--- config.mk ---
export PLATFORM = sky130hd
export DESIGN_NAME = ring_counter_param
export DESIGN_NICKNAME = d
export VERILOG_FILES = /design/src/rtl/ring_counter_param.sv
export SDC_FILE = /design/constraint.sdc
export NUM_CORES = 1
export LEC_CHECK = 0
export CORE_MARGIN = 3
export CORE_UTILIZATION = 55
export CTS_CLUSTER_DIAMETER = 100
export DETAILED_ROUTE_END_ITERATION = 16
export GPL_TIMING_DRIVEN = 0
export PLACE_DENSITY_LB_ADDON = 0.3
export SETUP_SLACK_MARGIN = 0.1
export SLEW_MARGIN = 20
export SYNTH_ARGS = -nofsm -noshare
export SYNTH_HDL_FRONTEND = slang
export SYNTH_SLANG_ARGS = --single-unit
--- constraint.sdc ---
create_clock -name clk -period 5.35 [get_ports clk]
set_clock_uncertainty 0.15 [all_clocks]
set_input_delay 1.07 -clock clk [delete_from_list [all_inputs] [get_ports clk]]
set_output_delay 1.07 -clock clk [all_outputs]
set_load 0.02 [all_outputs]
--- src/rtl/ring_counter_param.sv ---
// ring_counter_param: WIDTH-bit shift counter with two run-time encodings.
// The one-hot ring encoding has WIDTH states. The Johnson (twisted-ring)
// encoding has 2*WIDTH states. The counter steps in either direction, accepts
// a parallel load after checking that the value is legal, and repairs any
// illegal state it finds. It tracks the binary position of cnt in idx and
// emits single-cycle wrap and err pulses.
module ring_counter_param #(
  parameter int WIDTH = 8,
  parameter int IDX_W = 4
) (
  input  logic             clk,
  input  logic             rst,
  input  logic             en,
  input  logic             dir,
  input  logic             mode,
  input  logic             load,
  input  logic [WIDTH-1:0] load_val,
  output logic [WIDTH-1:0] cnt,
  output logic [IDX_W-1:0] idx,
  output logic             wrap,
  output logic             err
);

  localparam logic [WIDTH-1:0] ONE = WIDTH'(1);

  logic [WIDTH-1:0] cnt_q, cnt_d;
  logic [IDX_W-1:0] idx_q, idx_d;
  logic             mode_q, mode_d;
  logic             wrap_q, wrap_d;
  logic             err_q, err_d;

  // The value of cnt at index 0: a single LSB in ring mode, all zeros in Johnson mode.
  function automatic logic [WIDTH-1:0] zero_of(input logic m);
    return m ? '0 : ONE;
  endfunction

  // True when v is a contiguous run of ones starting at the LSB (including 0 and all-ones).
  function automatic logic is_lowmask(input logic [WIDTH-1:0] v);
    return ((v & (v + ONE)) == '0);
  endfunction

  function automatic int popcnt(input logic [WIDTH-1:0] v);
    int n;
    n = 0;
    for (int i = 0; i < WIDTH; i++) n += int'(v[i]);
    return n;
  endfunction

  // The Johnson patterns are the low masks and the complements of the low masks.
  function automatic logic is_legal(input logic [WIDTH-1:0] v, input logic m);
    if (m) return is_lowmask(v) || is_lowmask(~v);
    return (v != '0) && ((v & (v - ONE)) == '0);
  endfunction

  // Index of a legal value. In Johnson mode, the first half of the sequence
  // fills ones from the LSB, and the second half drains ones from the LSB.
  function automatic logic [IDX_W-1:0] decode(input logic [WIDTH-1:0] v, input logic m);
    logic [IDX_W-1:0] k;
    k = '0;
    if (!m) begin
      for (int i = 0; i < WIDTH; i++) if (v[i]) k = IDX_W'(i);
    end else if (is_lowmask(v)) begin
      k = IDX_W'(popcnt(v));
    end else begin
      k = IDX_W'(2 * WIDTH - popcnt(v));
    end
    return k;
  endfunction

  function automatic logic [WIDTH-1:0] step_val(input logic [WIDTH-1:0] v,
                                                 input logic m, input logic rev);
    logic [WIDTH-1:0] r;
    if (!m) r = rev ? {v[0], v[WIDTH-1:1]} : {v[WIDTH-2:0], v[WIDTH-1]};
    else    r = rev ? {~v[0], v[WIDTH-1:1]} : {v[WIDTH-2:0], ~v[WIDTH-1]};
    return r;
  endfunction

  logic [IDX_W-1:0] last_idx;
  assign last_idx = mode_q ? IDX_W'(2 * WIDTH - 1) : IDX_W'(WIDTH - 1);

  // Next-state selection in priority order: mode change, load, repair, step, hold.
  always_comb begin
    cnt_d  = cnt_q;
    idx_d  = idx_q;
    mode_d = mode_q;
    wrap_d = 1'b0;
    err_d  = 1'b0;
    if (mode != mode_q) begin
      cnt_d  = zero_of(mode);
      idx_d  = '0;
      mode_d = mode;
    end else if (load) begin
      if (is_legal(load_val, mode_q)) begin
        cnt_d = load_val;
        idx_d = decode(load_val, mode_q);
      end else begin
        cnt_d = zero_of(mode_q);
        idx_d = '0;
        err_d = 1'b1;
      end
    end else if (!is_legal(cnt_q, mode_q)) begin
      cnt_d = zero_of(mode_q);
      idx_d = '0;
      err_d = 1'b1;
    end else if (en) begin
      cnt_d = step_val(cnt_q, mode_q, dir);
      if (!dir) begin
        if (idx_q == last_idx) begin
          idx_d  = '0;
          wrap_d = 1'b1;
        end else begin
          idx_d = idx_q + IDX_W'(1);
        end
      end else begin
        if (idx_q == '0) begin
          idx_d  = last_idx;
          wrap_d = 1'b1;
        end else begin
          idx_d = idx_q - IDX_W'(1);
        end
      end
    end
  end

  // State register; reset re-encodes index 0 in whichever mode is requested.
  always_ff @(posedge clk) begin
    if (rst) begin
      cnt_q  <= zero_of(mode);
      idx_q  <= '0;
      mode_q <= mode;
      wrap_q <= 1'b0;
      err_q  <= 1'b0;
    end else begin
      cnt_q  <= cnt_d;
      idx_q  <= idx_d;
      mode_q <= mode_d;
      wrap_q <= wrap_d;
      err_q  <= err_d;
    end
  end

  assign cnt  = cnt_q;
  assign idx  = idx_q;
  assign wrap = wrap_q;
  assign err  = err_q;

endmodule

==> flow_metrics.env <==
export IMPL_filler_cell_count=268
export IMPL_final_setup_worst_slack_ps=376
export IMPL_place_worst_setup_slack_ps=39.2
export IMPL_final_layout_size_suffix_gt1_share_pct=8.03
export IMPL_cts_tree="yes"
export IMPL_ant_nets=0
export IMPL_worstPathArrival_ps=5000
export IMPL_num_antenna_cells=0
export IMPL_core_um2=3130
export IMPL_floorplan_die_width_um=63.9
export IMPL_actual_transition_at_the_worst_max_transition_pin_ps=586
export IMPL_worst_setup_path_end_kind="flop"
export IMPL_detailed_place_hpwl_um=3370
export IMPL_grt_setup_unrepaired="no"
export IMPL_grt_use_met1_pct=29.1
export IMPL_worstPathMaxFanout=7
export IMPL_r2r_start="cnt[1]$_SDFFCE_PP0P_"
export IMPL_design_final_nets=278
export IMPL_reg2reg_setup_slack_ps=2630
export IMPL_grt_met3_usage_pct=2.46
export IMPL_finish_cell_count_without_fillers=293
export IMPL_avgSynthCellArea_um2=8.33
export IMPL_cts_setup_buffers=0
export IMPL_grt_first_pass_wirelength_um=7510
export IMPL_wl_per_cell_um=14.8
export IMPL_post_synth_inst_count=221
export IMPL_area_growth_syn_to_layout_pct=17.5
export IMPL_placement_rows=20
export IMPL_irDropWorstVdd_mv=0.162
export IMPL_global_route_overflow_total=0
export IMPL_yosysUniqueCellTypes=57
export IMPL_tns_ps=0
export IMPL_powerDensity_nw_per_um2=238
export IMPL_timing_fmax_ghz=0.201
export IMPL_synthesis_yosys_warnings=0
export IMPL_clock_sinks=15
export IMPL_clk_latency_ps=290
export IMPL_rr_worst_depth=6
export IMPL_clkTransAtPathRegs_ps=100
export IMPL_htree_num_levels=1
export IMPL_cts_buffers_inserted=3
export IMPL_vias_in_the_first_global_route=1637
export IMPL_regArea_um2=390
export IMPL_startpoint_type="input pin"
export IMPL_hp_start="idx[0]$_SDFFE_PP0P_"
export IMPL_total_power_mw=0.515
export IMPL_type_of_the_worst_min_delay_path="flop to flop"
export IMPL_initial_antenna_violation_count=0
export IMPL_rr_endpoint="cnt[1]$_SDFFCE_PP0P_"
export IMPL_power_static_leakage_nw=0.883
export IMPL_die_y_um=63.9
export IMPL_port_buffers=24
export IMPL_timing_hold_worst_path_depth=1
export IMPL_clk_root_buffer_cell="sky130_fd_sc_hd__clkbuf_4"
export IMPL_groute_usage_overall_pct=22.6
export IMPL_netlist_area_um2=1840
export IMPL_floorplan_initialDensity_pct=58.8
export IMPL_synth_seq_cells=15
export IMPL_met2_track_utilization_from_global_routing_pct=38.8
export IMPL_finalHoldViolCount=0
export IMPL_min_period_over_period_pct=93.0
export IMPL_synth_edf_count=9
export IMPL_post_cts_sizing=0
export IMPL_place_inst=289
export IMPL_timing_slew_headroom_pct=60.5
export IMPL_report_final_slew_viol_count=0
export IMPL_largest_net_degree_at_the_start_of_global_routing=11
export IMPL_detail_route_drc_violations=0
export IMPL_max_cap_violations=0
export IMPL_mappedNetlistNets=249
export IMPL_critPathKind="input pin to flop"
export IMPL_synthArstFlopShare_pct=0
export IMPL_design_die_area_um2=4080
export IMPL_place_area_um2=2140
export IMPL_stdcell_area_um2=2160
export IMPL_cp_data_required_time_ps=5380
export IMPL_synth_seq_area_share_pct=21.2
export IMPL_grt_busiest_layer="met2"
export IMPL_yosys_most_used_dff="sky130_fd_sc_hd__edfxtp_1"
export IMPL_status="completed"
export IMPL_postRouteWirelength_um=4350
export IMPL_dr_pass1_iters=4
export IMPL_fin_crit_ps=4970
export IMPL_top_level_ports=28
export IMPL_routed_via_density=6.09
export IMPL_number_of_setup_violations_in_the_final_report=0
export IMPL_multi_input_comb_area_um2=1310
export IMPL_cts_hold_buf=0
export IMPL_hold_ep="idx[0]$_SDFFE_PP0P_"
export IMPL_drt_iter0_markers=123
export IMPL_vias=1783
export IMPL_cts_root_to_sink_buffers=2
export IMPL_gpl_congestion=0.881
registers in the layout, summed over array words and instances, names as in the netlist:
name and count:
cnt 8, err 1, wrap 1, idx 4
mode_q 1
layer usage:
layer / up-vias / part of all wire [%]
met4: 0 / 1.5
met3: 9 / 5.9
met2: 67 / 49
li1: 885 / -
met1: 822 / 43
met5: - / 0
layout make-up:
class                           count  share of cell area [%]
Clock buffer                        4                    1.22
Timing Repair Buffer               24                    11.1
Sequential cell                    15                    18.1
Multi-Input combinational cell    172                    60.6
Tap cell                           44                    2.55
Inverter                           21                    3.65
Buffer                             13                    2.84
cell usage after synthesis (all sizes together) (2+ instances only):
library cell	n	area, um2
mux2i	6	60.1
o2111ai	5	43.8
inv	21	78.8
nand3	7	35.0
ha	10	125
and2	2	12.5
xnor2	7	61.3
a21oi	15	75.1
o211ai	2	15.0
or4	2	22.5
nor2b	5	31.3
a21o	2	15.0
o32ai	2	25.0
fa	4	80.1
nor3	8	51.3
a311oi	4	35.0
or3	2	12.5
nor4	2	12.5
o2bb2ai	7	61.3
clkbuf	6	22.5
o21ai	11	55.1
o211a	2	20.0
nand2b	5	31.3
a31oi	2	12.5
dfxtp	6	120
edfxtp	9	270
a41o	2	20.0
buf	7	38.8
o31ai	6	50.1
nand2	11	41.3
a211o	3	26.3
mux2	3	33.8
and3	2	12.5
nor2	16	60.1
metrics by stage:
step | util, % | hold WS (ps)
3_5_place_dp | 68.3 | 475
5_1_grt | 69.1 | 531
6_report | 69.1 | 509
3_3_place_gp | 68.3 | 458
4_1_cts | 69.1 | 494
2_1_floorplan | - | 499
worst max-delay path, cell delays in order:
cell,delay [ps]
sky130_fd_sc_hd__clkdlybuf4s50_1,630
sky130_fd_sc_hd__inv_1,160
sky130_fd_sc_hd__fa_1,580
sky130_fd_sc_hd__fa_1,430
sky130_fd_sc_hd__fa_1,490
sky130_fd_sc_hd__inv_1,40
sky130_fd_sc_hd__ha_1,200
sky130_fd_sc_hd__fa_1,500
sky130_fd_sc_hd__inv_1,60
sky130_fd_sc_hd__ha_1,280
sky130_fd_sc_hd__mux2_2,270
sky130_fd_sc_hd__o2111ai_1,210
sky130_fd_sc_hd__a21oi_1,90
report_power, final:
group / switching (mW) / internal (mW) / total, mW
registers: 0.0137 / 0.136 / 0.150
logic: 0.166 / 0.131 / 0.298
clock network: 0.0388 / 0.0290 / 0.0678
cell families after synthesis:
| kind of cell | after synthesis | share of synthesized area, % |
|---|---|---|
| multiplexers | 9 | 5.10 |
| AO/OA/AOI/OAI | 73 | 30.9 |
| flip-flops | 15 | 21.2 |
| adder cells (fa/ha/maj) | 14 | 11.1 |
| buffers and inverters | 34 | 7.61 |
| AND/OR/NAND/NOR | 68 | 20.2 |
| XOR/XNOR | 8 | 3.81 |
layout by cell type, fill, tap and decap left out, types with 6 or more instances in the layout:
master                            Yosys  final
sky130_fd_sc_hd__clkdlybuf4s50_1      0     24
sky130_fd_sc_hd__inv_1               21     21
sky130_fd_sc_hd__nor2_1              16     16
sky130_fd_sc_hd__a21oi_1             15     15
sky130_fd_sc_hd__nand2_1             11     11
sky130_fd_sc_hd__o21ai_0             10     10
sky130_fd_sc_hd__ha_1                10     10
sky130_fd_sc_hd__edfxtp_1             9      9
sky130_fd_sc_hd__clkbuf_1             6      7
sky130_fd_sc_hd__nand3_1              7      7
sky130_fd_sc_hd__nor3_1               7      7
sky130_fd_sc_hd__xnor2_1              7      7
sky130_fd_sc_hd__o2bb2ai_1            7      7
sky130_fd_sc_hd__mux2i_1              6      6
sky130_fd_sc_hd__dfxtp_1              6      6
how the worst max path moves through the flow:
stage	from	end	slack, ps	cells after the start
after floorplan	load_val[0]	idx[1]$_SDFFE_PP0P_	970	12
after global placement	load_val[0]	idx[1]$_SDFFE_PP0P_	70	13
after detailed placement	load_val[0]	idx[1]$_SDFFE_PP0P_	40	13
after CTS	load_val[0]	idx[1]$_SDFFE_PP0P_	360	13
after global routing	load_val[0]	idx[1]$_SDFFE_PP0P_	170	13
final	load_val[0]	idx[1]$_SDFFE_PP0P_	380	13
(Power assumes the default switching activity.)
==> patch: new RTL, same flow settings <==
Change the parameter `IDX_W` from 4 to 3.
--- a/src/rtl/ring_counter_param.sv
+++ b/src/rtl/ring_counter_param.sv
@@ -6,7 +6,7 @@
 // emits single-cycle wrap and err pulses.
 module ring_counter_param #(
   parameter int WIDTH = 8,
-  parameter int IDX_W = 4
+  parameter int IDX_W = 3
 ) (
   input  logic             clk,
   input  logic             rst,
Ports: changed (resized idx); port bits go from 28 to 27. No check against the original RTL was run, so the function may have changed too.
==> patch against the original RTL <==
Core utilization up 1.4 points. Power down 18%. Register-to-register slack worse by 320 ps. Clock power down 6.6%. First-iteration DRC count down 39%. Routed wire length down 2.6%. Synthesized area down 8.7%. Final area down 7.7%. Combinational power down 24%. Setup slack worse by 34 ps. Sequential cell count down 1. Critical path type unchanged. Critical endpoint unchanged.
==> patch: results (changes against the original RTL) <==
result of the run=complete, no violations; number of synthesized flops with an enable pin=9 (unchanged); pin count of the biggest net entering global routing=11 (unchanged); Crit Path Max Fanout=7 (unchanged); CTS Buf Count=3 (unchanged); Critical R2R Capture=cnt[6]$_SDFFCE_PP0P_; leading register cell type out of synthesis=edfxtp_1; final-layout worst hold slack=454 ps (-55.2 ps); Port Buffers=25 (+4.2%); root buf cell=clkbuf_4; post-place setup slack=13.5 ps (-25.7 ps); Max stage delay on crit path=650 ps (+20 ps); Synth top cells by count=23 x inv_1, 11 x ha_1, 11 x nor2b_1, 9 x edfxtp_1, 9 x o21ai_0; Nets=250 (-10%); Clock Pin Slew Worst Setup and Hold Paths=90 ps; Syn. warnings=0 (unchanged); start point of the worst min-delay path=idx[1]$_SDFFE_PP0P_; Global Route Usage Sum=25.5% (+2.9 points); worst reg-to-reg path cell count=7 (+1); crit share post-route=93.6% (+0.63 points); GPL Wtd Cong=0.844 (-4.2%); maximum ir drop on the vdd rail=0.128 mV (-21%); setup slack on the worst flop-to-flop path=2310 ps (-320 ps); share of flip-flops with an asynchronous set or reset after synthesis=0% (unchanged); ant diodes=0 (unchanged); worst hold path class=reg -> reg; slowest stage cell on the critical path=clkdlybuf4s50_1; global-route wire length before repair=7090 µm (-5.5%); Layout fillers=235 (-12%); via density per instance=6.20 (+1.9%); arrival time reported for the critical path endpoint=5020 ps (+20 ps); number of cells on the worst hold path=2 (+1); total cell area at the placement stage=1970 µm² (-7.8%); leakage power of the design=0.789 nW (-11%); Mapped Nets=220 (-12%); number of levels the H-tree was split into=1 (unchanged); final standard cell count with taps included and fillers excluded=251 (-14%); Clock Tree Buf Depth=2 (unchanged); layout cells sized above 1=10.5% (+2.4 points); flip-flop count of the largest register after layout=8 (unchanged); sequential fraction of the synthesis area=22.0% (+0.83 points); number of library cell types mapped by synthesis=54 (-5.3%); end of the worst hold path=idx[1]$_SDFFE_PP0P_; number of DRC markers in iteration 0=75 (-39%); largest cells by area after synthesis=edfxtp_1 16%, ha_1 8.2%, o2bb2ai_2 6.3%; detailed placement HPWL=3370 µm (-0.15%); worst r2r src=cnt[7]$_SDFFCE_PP0P_; worst slew pin tran=815 ps (+229 ps); post-synthesis instance total=191 (-14%); clock insertion delay at the later pin of the skew report=280 ps; post_cts resized=0 (unchanged); average wire per standard cell=16.9 µm (+14%); number of global-route vias before repair=1,520 (-7.1%)
[patch: final cells by class]
type | count | area (µm²) | area share, %
plain buffers | 17 | 93.8 | 4.70
clock buffers | 3 | 22.5 | 1.13
clock inverters | 1 | 3.75 | 0.188
inverters | 23 | 86.3 | 4.33
multi-input cells | 137 | 1130 | 56.6
flip-flops and latches | 14 | 370 | 18.6
well taps | 31 | 38.8 | 1.94
repair buffers | 25 | 250 | 12.5
[patch: cell families (layout without fill, tap and decap cells)]
family                   Yosys count  count (layout)  share of synthesized area, %
multiplexers                       8               8                          4.77
buffers and inverters             40              69                          10.7
AND/OR/NAND/NOR                   48              48                          17.1
XOR/XNOR                           5               5                          2.61
adder cells (fa/ha/maj)           16              16                          13.6
AO/OA/AOI/OAI                     60              60                          29.2
flip-flops                        14              14                          22.0
[patch: layer usage]
layer,track usage [%],part of all wire [%],routed length (µm)
met1,30.0,40,1700
met2,46.5,53,2260
met3,4.19,4.8,202
met4,8.36,1.8,78
met5,0,0,0
[patch: critical path: cells and delay by family]
family / cells / cell delay (ps)
fa+ha+maj: 6 / 2380
simple gates: 1 / 130
buf+inv: 4 / 930
compound gates: 2 / 510
[patch: how the worst max path moves through the flow]
stage / cells after the start / endpoint / start
final: 13 / idx[1]$_SDFFE_PP0P_ / load_val[1]
after global routing: 13 / idx[1]$_SDFFE_PP0P_ / load_val[1]
after CTS: 13 / idx[1]$_SDFFE_PP0P_ / load_val[1]
after detailed placement: 13 / idx[1]$_SDFFE_PP0P_ / load_val[1]
after global placement: 13 / idx[1]$_SDFFE_PP0P_ / load_val[1]
after floorplan: 12 / idx[1]$_SDFFE_PP0P_ / load_val[0]
[patch: power by group]
part	switching, mW	internal (mW)
logic	0.124	0.102
clock network	0.0362	0.0271
registers	0.00687	0.125
total	0.167	0.255
